--- config.mk ---
export PLATFORM = sky130hd
export DESIGN_NAME = postcode_sched
export DESIGN_NICKNAME = d
export VERILOG_FILES = /design/src/rtl/postcode_sched.sv
export SDC_FILE = /design/constraint.sdc
export NUM_CORES = 1
export LEC_CHECK = 0
export ABC_AREA = 0
export CAP_MARGIN = 20
export CORE_MARGIN = 2
export CORE_UTILIZATION = 38
export CTS_BUF_LIST = sky130_fd_sc_hd__clkbuf_8
export DETAILED_ROUTE_END_ITERATION = 12
export GPL_ROUTABILITY_DRIVEN = 0
export PLACE_DENSITY = 0.65
export RECOVER_POWER = 100
export SETUP_SLACK_MARGIN = 0.5
export SLEW_MARGIN = 20
export SYNTH_ARGS = -nofsm -noshare
export SYNTH_HDL_FRONTEND = slang
export SYNTH_SLANG_ARGS = --single-unit
--- constraint.sdc ---
create_clock -name lpc_clk_l -period 3.7 [get_ports lpc_clk_l]
set_input_delay 1.11 -clock lpc_clk_l [delete_from_list [all_inputs] [get_ports lpc_clk_l]]
set_output_delay 1.11 -clock lpc_clk_l [all_outputs]
set_load 0.01 [all_outputs]
--- src/rtl/postcode_sched.sv ---
// postcode_sched: buffers LPC port-80/81 POST-code writes and hands
// them one at a time to the QSPI slave, with interrupt re-arm on stall.
module postcode_sched #(
   parameter int DEPTH        = 16,
   parameter int INT_TIMEOUT  = 65535,
   parameter int REARM_CYCLES = 4
) (
   input  logic                     lpc_clk_l,
   input  logic                     lpc_rst,
   input  logic                     lpc_hit,
   input  logic [7:0]               port_80,
   input  logic [7:0]               port_81,
   input  logic                     xfer_done,
   input  logic                     clear_ovf,
   output logic [7:0]               out_80,
   output logic [7:0]               out_81,
   output logic                     out_valid,
   output logic                     qspi_int,
   output logic [$clog2(DEPTH):0]   fifo_count,
   output logic                     overflow
);

   localparam int AW = $clog2(DEPTH);
   localparam int TW = $clog2(INT_TIMEOUT);
   localparam int RW = (REARM_CYCLES > 1) ? $clog2(REARM_CYCLES) : 1;

   localparam logic [AW:0]   FULL     = (AW+1)'(DEPTH);
   localparam logic [TW-1:0] TMO_LAST = TW'(INT_TIMEOUT - 1);
   localparam logic [RW-1:0] RA_LAST  = RW'(REARM_CYCLES - 1);

   typedef enum logic [2:0] {
      IDLE,
      LOAD,
      ASSERT,
      REARM,
      POP
   } state_t;

   logic [15:0]   mem [DEPTH];
   logic [AW-1:0] wr_ptr;
   logic [AW-1:0] rd_ptr;
   logic          hit_q;
   state_t        state;
   logic [TW-1:0] tmr;
   logic [RW-1:0] rcnt;

   logic push;
   logic full;
   logic do_push;
   logic do_pop;

   assign push    = lpc_hit & ~hit_q;
   assign full    = (fifo_count == FULL);
   assign do_push = push & ~full;
   assign do_pop  = (state == POP);

   always_ff @(posedge lpc_clk_l) begin
      if (do_push)
         mem[wr_ptr] <= {port_81, port_80};
   end

   always_ff @(posedge lpc_clk_l or posedge lpc_rst) begin
      if (lpc_rst) begin
         hit_q      <= 1'b0;
         wr_ptr     <= '0;
         rd_ptr     <= '0;
         fifo_count <= '0;
         overflow   <= 1'b0;
      end else begin
         hit_q <= lpc_hit;
         if (do_push)
            wr_ptr <= wr_ptr + AW'(1);
         if (do_pop)
            rd_ptr <= rd_ptr + AW'(1);
         unique case ({do_push, do_pop})
            2'b10:   fifo_count <= fifo_count + (AW+1)'(1);
            2'b01:   fifo_count <= fifo_count - (AW+1)'(1);
            default: fifo_count <= fifo_count;
         endcase
         // a drop wins over a same-cycle clear
         if (push && full)
            overflow <= 1'b1;
         else if (clear_ovf)
            overflow <= 1'b0;
      end
   end

   always_ff @(posedge lpc_clk_l or posedge lpc_rst) begin
      if (lpc_rst) begin
         state     <= IDLE;
         out_80    <= '0;
         out_81    <= '0;
         out_valid <= 1'b0;
         qspi_int  <= 1'b0;
         tmr       <= '0;
         rcnt      <= '0;
      end else begin
         unique case (state)
            IDLE: begin
               out_valid <= 1'b0;
               qspi_int  <= 1'b0;
               if (fifo_count != '0)
                  state <= LOAD;
            end
            LOAD: begin
               {out_81, out_80} <= mem[rd_ptr];
               out_valid        <= 1'b1;
               qspi_int         <= 1'b1;
               tmr              <= '0;
               state            <= ASSERT;
            end
            ASSERT: begin
               if (xfer_done) begin
                  state     <= POP;
                  qspi_int  <= 1'b0;
                  out_valid <= 1'b0;
               end else if (tmr == TMO_LAST) begin
                  state    <= REARM;
                  qspi_int <= 1'b0;
                  rcnt     <= '0;
               end else begin
                  tmr <= tmr + TW'(1);
               end
            end
            REARM: begin
               // a late read still retires the entry
               if (xfer_done) begin
                  state     <= POP;
                  qspi_int  <= 1'b0;
                  out_valid <= 1'b0;
               end else if (rcnt == RA_LAST) begin
                  state    <= ASSERT;
                  qspi_int <= 1'b1;
                  tmr      <= '0;
               end else begin
                  rcnt <= rcnt + RW'(1);
               end
            end
            POP: begin
               state <= IDLE;
            end
            default: begin
               state <= IDLE;
            end
         endcase
      end
   end

endmodule

==> key figures <==
Min path
  – Min-delay worst type: register to register

Clock network
  – Post-cts hold buffer count: 0
  – Clock Latency Late Sink: 570 ps
  – Clk sinks: 310
  – CTS clk-pin slew, worst paths: 60 ps
  – Max clock buf depth: 3
  – Root buffer cell: clkbuf_8
  – CTS Buf Count: 49
  – H-tree levels: 2
  – CTS tree: done
  – CTS resizes: 0
  – Setup Buffers After CTS: 0

Worst setup path
  – Crit path max fanout: 8
  – Critical path capture point type: register
  – Setup crit start kind: input pin
  – Crit path kind: input pin to register
  – Worst EP required: 3880 ps
  – Critical Path AT: 3290 ps

Drt
  – Detailed-route via count: 6580
  – Antenna-violating nets left: 0
  – Total routed wirelength: 26240 um
  – Pre-antenna DRT Iters: 4
  – Initial DRC Count: 447
  – Via/cell ratio: 5.243
  – Routed len/inst: 20.91 um
  – Drt drc: 0

Floorplan
  – DIE WIDTH: 185.5 um
  – Die footprint: 34420 um2
  – Top-Level Pins: 45
  – Core box area: 32450 um2
  – Die Y-Extent: 185.5 um
  – Starting Density: 0.3858
  – # rows: 66

Final layout
  – Area delta synth->final: 16.28%
  – Fin util: 0.4486
  – Most frequent cells in the layout: edfxtp_1, mux4_2, clkbuf_8
  – Final #Nets: 807
  – Commonest non-fill, non-tap cell in the layout: edfxtp_1
  – Antenna cells: 0
  – Layout fillers: 2757
  – Layout cells sized above 1: 0.2239

Logic synthesis
  – Number of synthesized flops with an enable pin: 256
  – Post-synth net total: 712
  – Synth Area per Inst: 18.44 um2
  – Yosys reg bits: 310
  – Ys async rst share: 0.1742
  – Synthesized area: 12520 um2
  – Synth warnings: 0
  – Post-synthesis cell type count: 54
  – Top FF cell, synth: edfxtp_1
  – Synthesized instance count: 679
  – Sequential-to-total area share from yosys stat: 0.7219

Global routing
  – Busiest grt layer: met2
  – GRT Residual Overflow: 0
  – GRT Total Usage: 0.1577
  – Pin count of the biggest net entering global routing: 39
  – Met3 usage: 0.02544
  – Vias in the first global route: 6861
  – First-pass GRT wire length: 40270 um
  – GR met2 Demand/Resource: 0.2731
  – Met1 Track Usage GR: 0.2029
  – Initial antenna violation count: 0

STA
  – RSZ-0062 raised after global routing: no
  – Max-slew violation count: 38
  – Setup Viol. Count Final: 0
  – Tcrit/Tclk final: 0.8419
  – Worst rel slew slack: -0.1596
  – F_max: 321.0 MHz
  – Measured slew at the worst slew-check pin: 1739 ps
  – Final TNS setup: 0 ps
  – Fin crit period: 3115 ps
  – Clock skew: 29.33 ps
  – Final Hold Viols: 0

Power
  – Lkg Pwr: 4.982 nW
  – PwrDens: 685.3 nW/um2
  – VDD IR max: 0.3219 mV

Status
  – Violated checks: max-capacitance violations, max-slew violations
  – Status: complete, but fails checks

Job
  – Max Cap Violations: 1

Placed design
  – IO Port Bufs: 44
  – Dpl hpwl: 16360 um
==> logic make-up (layout without fill, tap and decap cells) <==
kind of cell,Yosys count,in the layout,synth area share
and+or+nand+nor,110,110,0.04906
DFF,310,310,0.7219
muxes,100,100,0.1455
adders and majority gates,12,12,0.01199
AOI/OAI and AO/OA,92,92,0.04807
xor gates and xnor gates,13,13,0.009094
buffers and inverters,42,176,0.01439
==> routing by layer <==
metal,part of all wire,up-vias
met1,0.42,3433
met2,0.52,145
met5,0,-
li1,-,2955
met4,0.024,0
met3,0.040,47
==> stage by stage <==
step	total power (W)	instances	instance area (um2)	hold WS [ps]	setup slack (ps)
after floorplan	0.006405	679	12520	460.9	785.8
after global placement	0.007452	1165	13720	486.0	397.5
after detailed placement	0.007483	1165	13720	493.6	387.9
after CTS	0.01020	1255	14640	506.5	909.3
after global routing	0.01050	1255	14560	525.8	424.7
final	0.009977	1255	14560	497.8	585.0
==> cell usage after synthesis (3+ instances only) <==
| library cell | number | share of area |
|---|---|---|
| o31ai_1 | 3 | 0.0018 |
| and2_1 | 16 | 0.0080 |
| edfxtp_1 | 256 | 0.61 |
| nand4_1 | 7 | 0.0035 |
| clkbuf_1 | 19 | 0.0057 |
| ha_1 | 12 | 0.012 |
| xor2_1 | 6 | 0.0042 |
| dfrtp_1 | 54 | 0.11 |
| a31oi_1 | 20 | 0.010 |
| o21ai_0 | 22 | 0.0088 |
| buf_2 | 9 | 0.0036 |
| mux4_2 | 64 | 0.12 |
| and3_1 | 3 | 0.0015 |
| nand3_1 | 9 | 0.0036 |
| buf_4 | 3 | 0.0018 |
| o22ai_1 | 13 | 0.0065 |
| mux2_2 | 16 | 0.014 |
| nor3b_1 | 3 | 0.0018 |
| nor3_1 | 6 | 0.0024 |
| nand2b_1 | 3 | 0.0015 |
| nor2_1 | 18 | 0.0054 |
| inv_1 | 9 | 0.0027 |
| mux2i_1 | 20 | 0.016 |
| a21oi_1 | 9 | 0.0036 |
| nand2_1 | 28 | 0.0084 |
| or3_1 | 3 | 0.0015 |
| a21o_1 | 5 | 0.0030 |
| nor4_1 | 4 | 0.0020 |
| xnor2_1 | 7 | 0.0049 |
==> where the power goes <==
part	total, W	switching, W	internal (W)	leakage [nW]
logic	0.00270	0.00131	0.00139	1.47
registers	0.00458	0.000458	0.00412	2.98
clock network	0.00270	0.00129	0.00141	0.531
==> worst max-delay path, cell delays in order <==
cell and delay, ps:
dlygate4sd3_1 550, nand2b_1 80, a21oi_1 190, clkbuf_1 330
nand2_1 90, nor2_1 180, and2_0 180, clkbuf_1 580
==> registers in the layout (all words and copies together), names as in the netlist <==
name,flops
rcnt,2
tmr,16
out_80,8
wr_ptr,4
hit_q,1
mem,256
out_81,8
qspi_int,1
out_valid,1
overflow,1
fifo_count,5
state,3
rd_ptr,4
==> worst paths after layout <==
| path | startpoint | end | slack (ps) | depth (start not counted) |
|---|---|---|---|---|
| max | lpc_hit | mem[11][15] | 590 | 8 |
| min | out_81[0] | out_81[0] | 500 | 2 |
| max reg2reg | rd_ptr[0] | out_81[3] | 780 | 5 |
| min reg2reg | out_81[0] | out_81[0] | 500 | 2 |
| max in group asynchronous | lpc_rst | rd_ptr[1] | 990 | 2 |
| min in group asynchronous | lpc_rst | out_81[1] | 1520 | 2 |
==> layout make-up <==
type                       count  area (um2)  share of cell area
clock inverter                33       143.9            0.009883
inverter                       9       33.78            0.002320
multi-input combinational    327        3283              0.2255
sequential                   310        9041              0.6210
tap                          442       553.0             0.03799
clock buffer                  57       784.5             0.05388
timing repair buffer          77       719.4             0.04942
No activity file was read; power rests on OpenSTA's default activity.
==> RTL edit 1: new RTL, config.mk and constraints unchanged <==
`DEPTH`: 16 -> 32.
--- a/src/rtl/postcode_sched.sv
+++ b/src/rtl/postcode_sched.sv
@@ -2,5 +2,5 @@
 // them one at a time to the QSPI slave, with interrupt re-arm on stall.
 module postcode_sched #(
-   parameter int DEPTH        = 16,
+   parameter int DEPTH        = 32,
    parameter int INT_TIMEOUT  = 65535,
    parameter int REARM_CYCLES = 4
Interface: changed (resized fifo_count); port bits go from 45 to 46. No check against the original RTL was run, so the function may have changed too.
==> RTL edit 1 against the original RTL <==
The run still ends with capacitance limit, slew limit left. Hold slack improved by 0.020 ns. Total power rose by 72%. Design area rose by 77%. Cell count rose by 76%. Area after synthesis rose by 80%. Sequential cell count rose by 259. Non-clock buffer count rose by 49. Worst setup slack got worse by 0.095 ns. Wire length rose by 85%. Fmax fell by 3.0%.
==> RTL edit 1: results (changes against the original RTL) <==
----------------------------------------------------
[Power and ir drop]
  Part of the power in the clock network ... 28.1% (was 27.0%)
  Leakage Power ... 8.662 nW (was 4.982 nW)

[Layout]
  Final-layout clock buffer total ... 94 (was 57)
  Layout cells sized above 1 ... 19.69% (was 22.39%)
  Final instance count without filler cells ... 2,210 (was 1,255)
  Fraction of standard cell area in multi-input logic ... 20.70% (was 22.55%)
  Final net count ... 1,395 (was 807)

[Timing]
  Number of pins with negative max-slew slack in the final report ... 528 (was 38)

[Worst setup path]
  Number of cell instances on the worst register-to-register path ... 6 (was 5)
  Highest cell delay on the worst timing path ... 0.73 ns (was 0.58 ns)
  Crit-path max FO ... 28 (was 8)

[Synthesis]
  Post-Synth XOR/XNOR Area ... 1.048% (was 0.9094%)
  Top area cells in the synthesized netlist ... sky130_fd_sc_hd__edfxtp_1 (68%), sky130_fd_sc_hd__mux4_2 (7.9%), sky130_fd_sc_hd__dfrtp_1 (6.3%) (was sky130_fd_sc_hd__edfxtp_1 (61%), sky130_fd_sc_hd__mux4_2 (12%), sky130_fd_sc_hd__dfrtp_1 (11%))
  Distinct cell type count of the synthesized netlist ... 61 (was 54)

[Drt]
  Via density per instance ... 5.211 (was 5.243)
  Violation count after the first detailed-route iteration ... 1,061 (was 447)
  Drt first pass iters ... 7 (was 4)

[Outcome]
  Status ... finished, violations left (unchanged)
  Violations in the final reports ... capacitance limit, slew limit (unchanged)

[Global route]
  First-pass GRT wire length ... 72.51 mm (was 40.27 mm)
  Maximum number of pins on one net before global-route repair ... 48 (was 39)
  Met1 Usage GRT ... 23.08% (was 20.29%)
  Met3 track demand over resource in global routing ... 4.282% (was 2.544%)

[Clock network]
  Deepest level of the CTS H-tree ... 3 (was 2)

[Flow run]
  Number of max-cap violations ... 16 (was 1)

[Floorplanning]
  Area enclosed by the die boundary ... 61,350 um^2 (was 34,420 um^2)

----------------------------------------------------
==> RTL edit 1: cell types whose count changed in the layout (fill, tap and decap cells not counted), moves of 23 or more <==
cell                       change
sky130_fd_sc_hd__clkbuf_2     +23
sky130_fd_sc_hd__edfxtp_1    +256
sky130_fd_sc_hd__o22ai_1      +36
sky130_fd_sc_hd__mux2i_1     +108
sky130_fd_sc_hd__nor2_1       +82
sky130_fd_sc_hd__clkbuf_8     +37
==> RTL edit 1: worst max-delay path: cells and delay by family, from the launching register on <==
| kind | cells | cell delay, ns |
|---|---|---|
| simple gates | 2 | 0.20 |
| mux | 2 | 0.81 |
| flops | 1 | 0.66 |
| compound gates | 1 | 0.73 |
| buf+inv | 1 | 0.62 |
==> RTL edit 1: stage by stage <==
stage / power [mW] / setup slack (ns)
4_1_cts: 17.43 / 0.6524
2_1_floorplan: 11.07 / 0.7078
6_report: 17.17 / 0.4898
3_3_place_gp: 12.52 / 0.3304
3_5_place_dp: 12.59 / 0.3074
5_1_grt: 18.00 / 0.2852
==> RTL edit 2: new RTL, same settings <==
Made on the original files. The 5 states of `state_t` get a Gray code encoding in 3 bits.
--- a/src/rtl/postcode_sched.sv
+++ b/src/rtl/postcode_sched.sv
@@ -30,9 +30,9 @@
 
    typedef enum logic [2:0] {
-      IDLE,
-      LOAD,
-      ASSERT,
-      REARM,
-      POP
+      IDLE   = 3'b000,
+      LOAD   = 3'b001,
+      ASSERT = 3'b011,
+      REARM  = 3'b010,
+      POP    = 3'b110
    } state_t;
 
Check against the original RTL: same outputs for any inputs over 4 cycles, from zero or initial values and one cycle with lpc_rst high; so few cycles prove little.
==> RTL edit 2 against the original RTL <==
The run still ends with capacitance limit, slew limit left. Critical path depth shrank 1. Sequential cell count is the same. Via count grew 3.4%. Design area grew 0.12%. Combinational power shrank 7.8%. Sequential power grew 2%. Total power is essentially flat. Area after synthesis grew 0.28%. Wire length grew 2.3%. Worst setup slack gained 0.028 ns.
==> RTL edit 2: results (changes against the original RTL) <==
----------------------------------------------------
[Outcome]
  Status ... finished, violations left (unchanged)
  Violations in the final reports ... capacitance limit, slew limit (unchanged)

[Placed design]
  Post-Place Setup Slack ... 0.2855 ns (was 0.3879 ns)
  DPL Wire Length ... 16.17 mm (was 16.36 mm)
  Cell count after placement ... 1,202 (was 1,165)

[Global route]
  Maximum number of pins on one net before global-route repair ... 55 (was 39)
  Routing usage on met2 ... 25.58% (was 27.31%)
  First-pass GRT wire length ... 41.43 mm (was 40.27 mm)
  Vias in the first global route ... 6,935 (was 6,861)
  Met1 Usage GRT ... 22.46% (was 20.29%)
  Total routing resource utilization after global routing ... 16.07% (was 15.77%)

[Synthesis]
  Adder and majority cell fraction of the synthesized area ... 1.196% (was 1.199%)
  Post-Syn Nets ... 745 (was 712)
  Fraction of the yosys area taken by sequential cells ... 71.99% (was 72.19%)
  Top area cells in the synthesized netlist ... sky130_fd_sc_hd__edfxtp_1 (61%), sky130_fd_sc_hd__dfrtp_1 (11%), sky130_fd_sc_hd__mux4_2 (8.6%) (was sky130_fd_sc_hd__edfxtp_1 (61%), sky130_fd_sc_hd__mux4_2 (12%), sky130_fd_sc_hd__dfrtp_1 (11%))
  Mux share of post-synthesis cell area ... 12.93% (was 14.55%)
  Post-Synth XOR/XNOR Area ... 0.8371% (was 0.9094%)
  Distinct cell type count of the synthesized netlist ... 57 (was 54)
  Leading post-synthesis cells by instance count ... sky130_fd_sc_hd__edfxtp_1 (256), sky130_fd_sc_hd__dfrtp_1 (54), sky130_fd_sc_hd__mux4_2 (48) (was sky130_fd_sc_hd__edfxtp_1 (256), sky130_fd_sc_hd__mux4_2 (64), sky130_fd_sc_hd__dfrtp_1 (54))
  Cells after Synth ... 712 (was 679)

[Timing]
  Number of pins with negative max-slew slack in the final report ... 55 (was 38)
  Measured slew at the worst slew-check pin ... 1.584 ns (was 1.739 ns)
  Fin Clk Skew ... 0.03640 ns (was 0.02933 ns)

[Power and ir drop]
  Largest voltage drop on the vdd net ... 0.3413 mV (was 0.3219 mV)
  Leakage Power ... 5.013 nW (was 4.982 nW)

[Drt]
  Via density per instance ... 5.253 (was 5.243)
  Total met2 wirelength after detailed routing ... 12.95 mm (was 13.59 mm)
  Met3 layer wire length in the routed design ... 1.548 mm (was 1.056 mm)
  Routed wire per std cell ... 20.74 um (was 20.91 um)
  Drt first pass iters ... 5 (was 4)
  Violation count after the first detailed-route iteration ... 478 (was 447)
  Post-Route M1 WL ... 11.91 mm (was 10.97 mm)

[Layout]
  Final net count ... 844 (was 807)
  Layout cells sized above 1 ... 19.01% (was 22.39%)

[Flow run]
  Number of max-cap violations ... 1 (unchanged)

[Worst setup path]
  Highest cell delay on the worst timing path ... 0.63 ns (was 0.58 ns)
  Critical Path AT ... 3.28 ns (was 3.29 ns)

----------------------------------------------------
RTL edit 2: cell count changes after synthesis, moves of 7 or more:
cell / delta
sky130_fd_sc_hd__a22o_1: +14
sky130_fd_sc_hd__a22oi_1: +17
sky130_fd_sc_hd__and2_1: -14
sky130_fd_sc_hd__buf_2: +7
sky130_fd_sc_hd__inv_1: +7
sky130_fd_sc_hd__mux2i_1: +14
sky130_fd_sc_hd__mux4_2: -16
sky130_fd_sc_hd__nand2_1: -10
sky130_fd_sc_hd__o21ai_0: +16
sky130_fd_sc_hd__o22ai_1: -12
RTL edit 2: path summary, 6_finish.rpt:
check | startpoint | endpoint | slack [ns] | cells past startpoint
min reg2reg | qspi_int | qspi_int | 0.50 | 1
max reg2reg | rd_ptr[0] | out_80[0] | 0.78 | 5
max | lpc_hit | mem[10][14] | 0.61 | 7
min in group asynchronous | lpc_rst | out_80[4] | 1.51 | 3
min | qspi_int | qspi_int | 0.50 | 1
max in group asynchronous | lpc_rst | rd_ptr[1] | 1.04 | 3
RTL edit 2: cell type report:
class                   instances  area [um^2]
well taps                     442        553.0
diodes                          1        2.502
flip-flops and latches        310         9044
clock inverters                35        192.7
repair buffers                 87        693.2
clock buffers                  57        784.5
fillers                      2877        17960
inverters                      16        60.06
multi-input cells             347         3247
RTL edit 2: per-stage QoR:
step	utilization [%]	total power, mW	hold slack [ns]	cell area (um^2)
floorplan	-	6.399	0.4557	12580
global placement	42.41	7.342	0.4742	13800
detailed placement	42.41	7.369	0.4875	13800
CTS	45.42	10.22	0.5001	14780
global route	44.79	10.51	0.5171	14570
finish	44.80	9.967	0.4988	14580
RTL edit 2: worst reg2reg max path: cells and delay by family (launching register included):
kind,cells,cell delay [ns]
flops,1,1.17
buf+inv,1,0.54
compound gates,2,0.25
mux,2,0.83
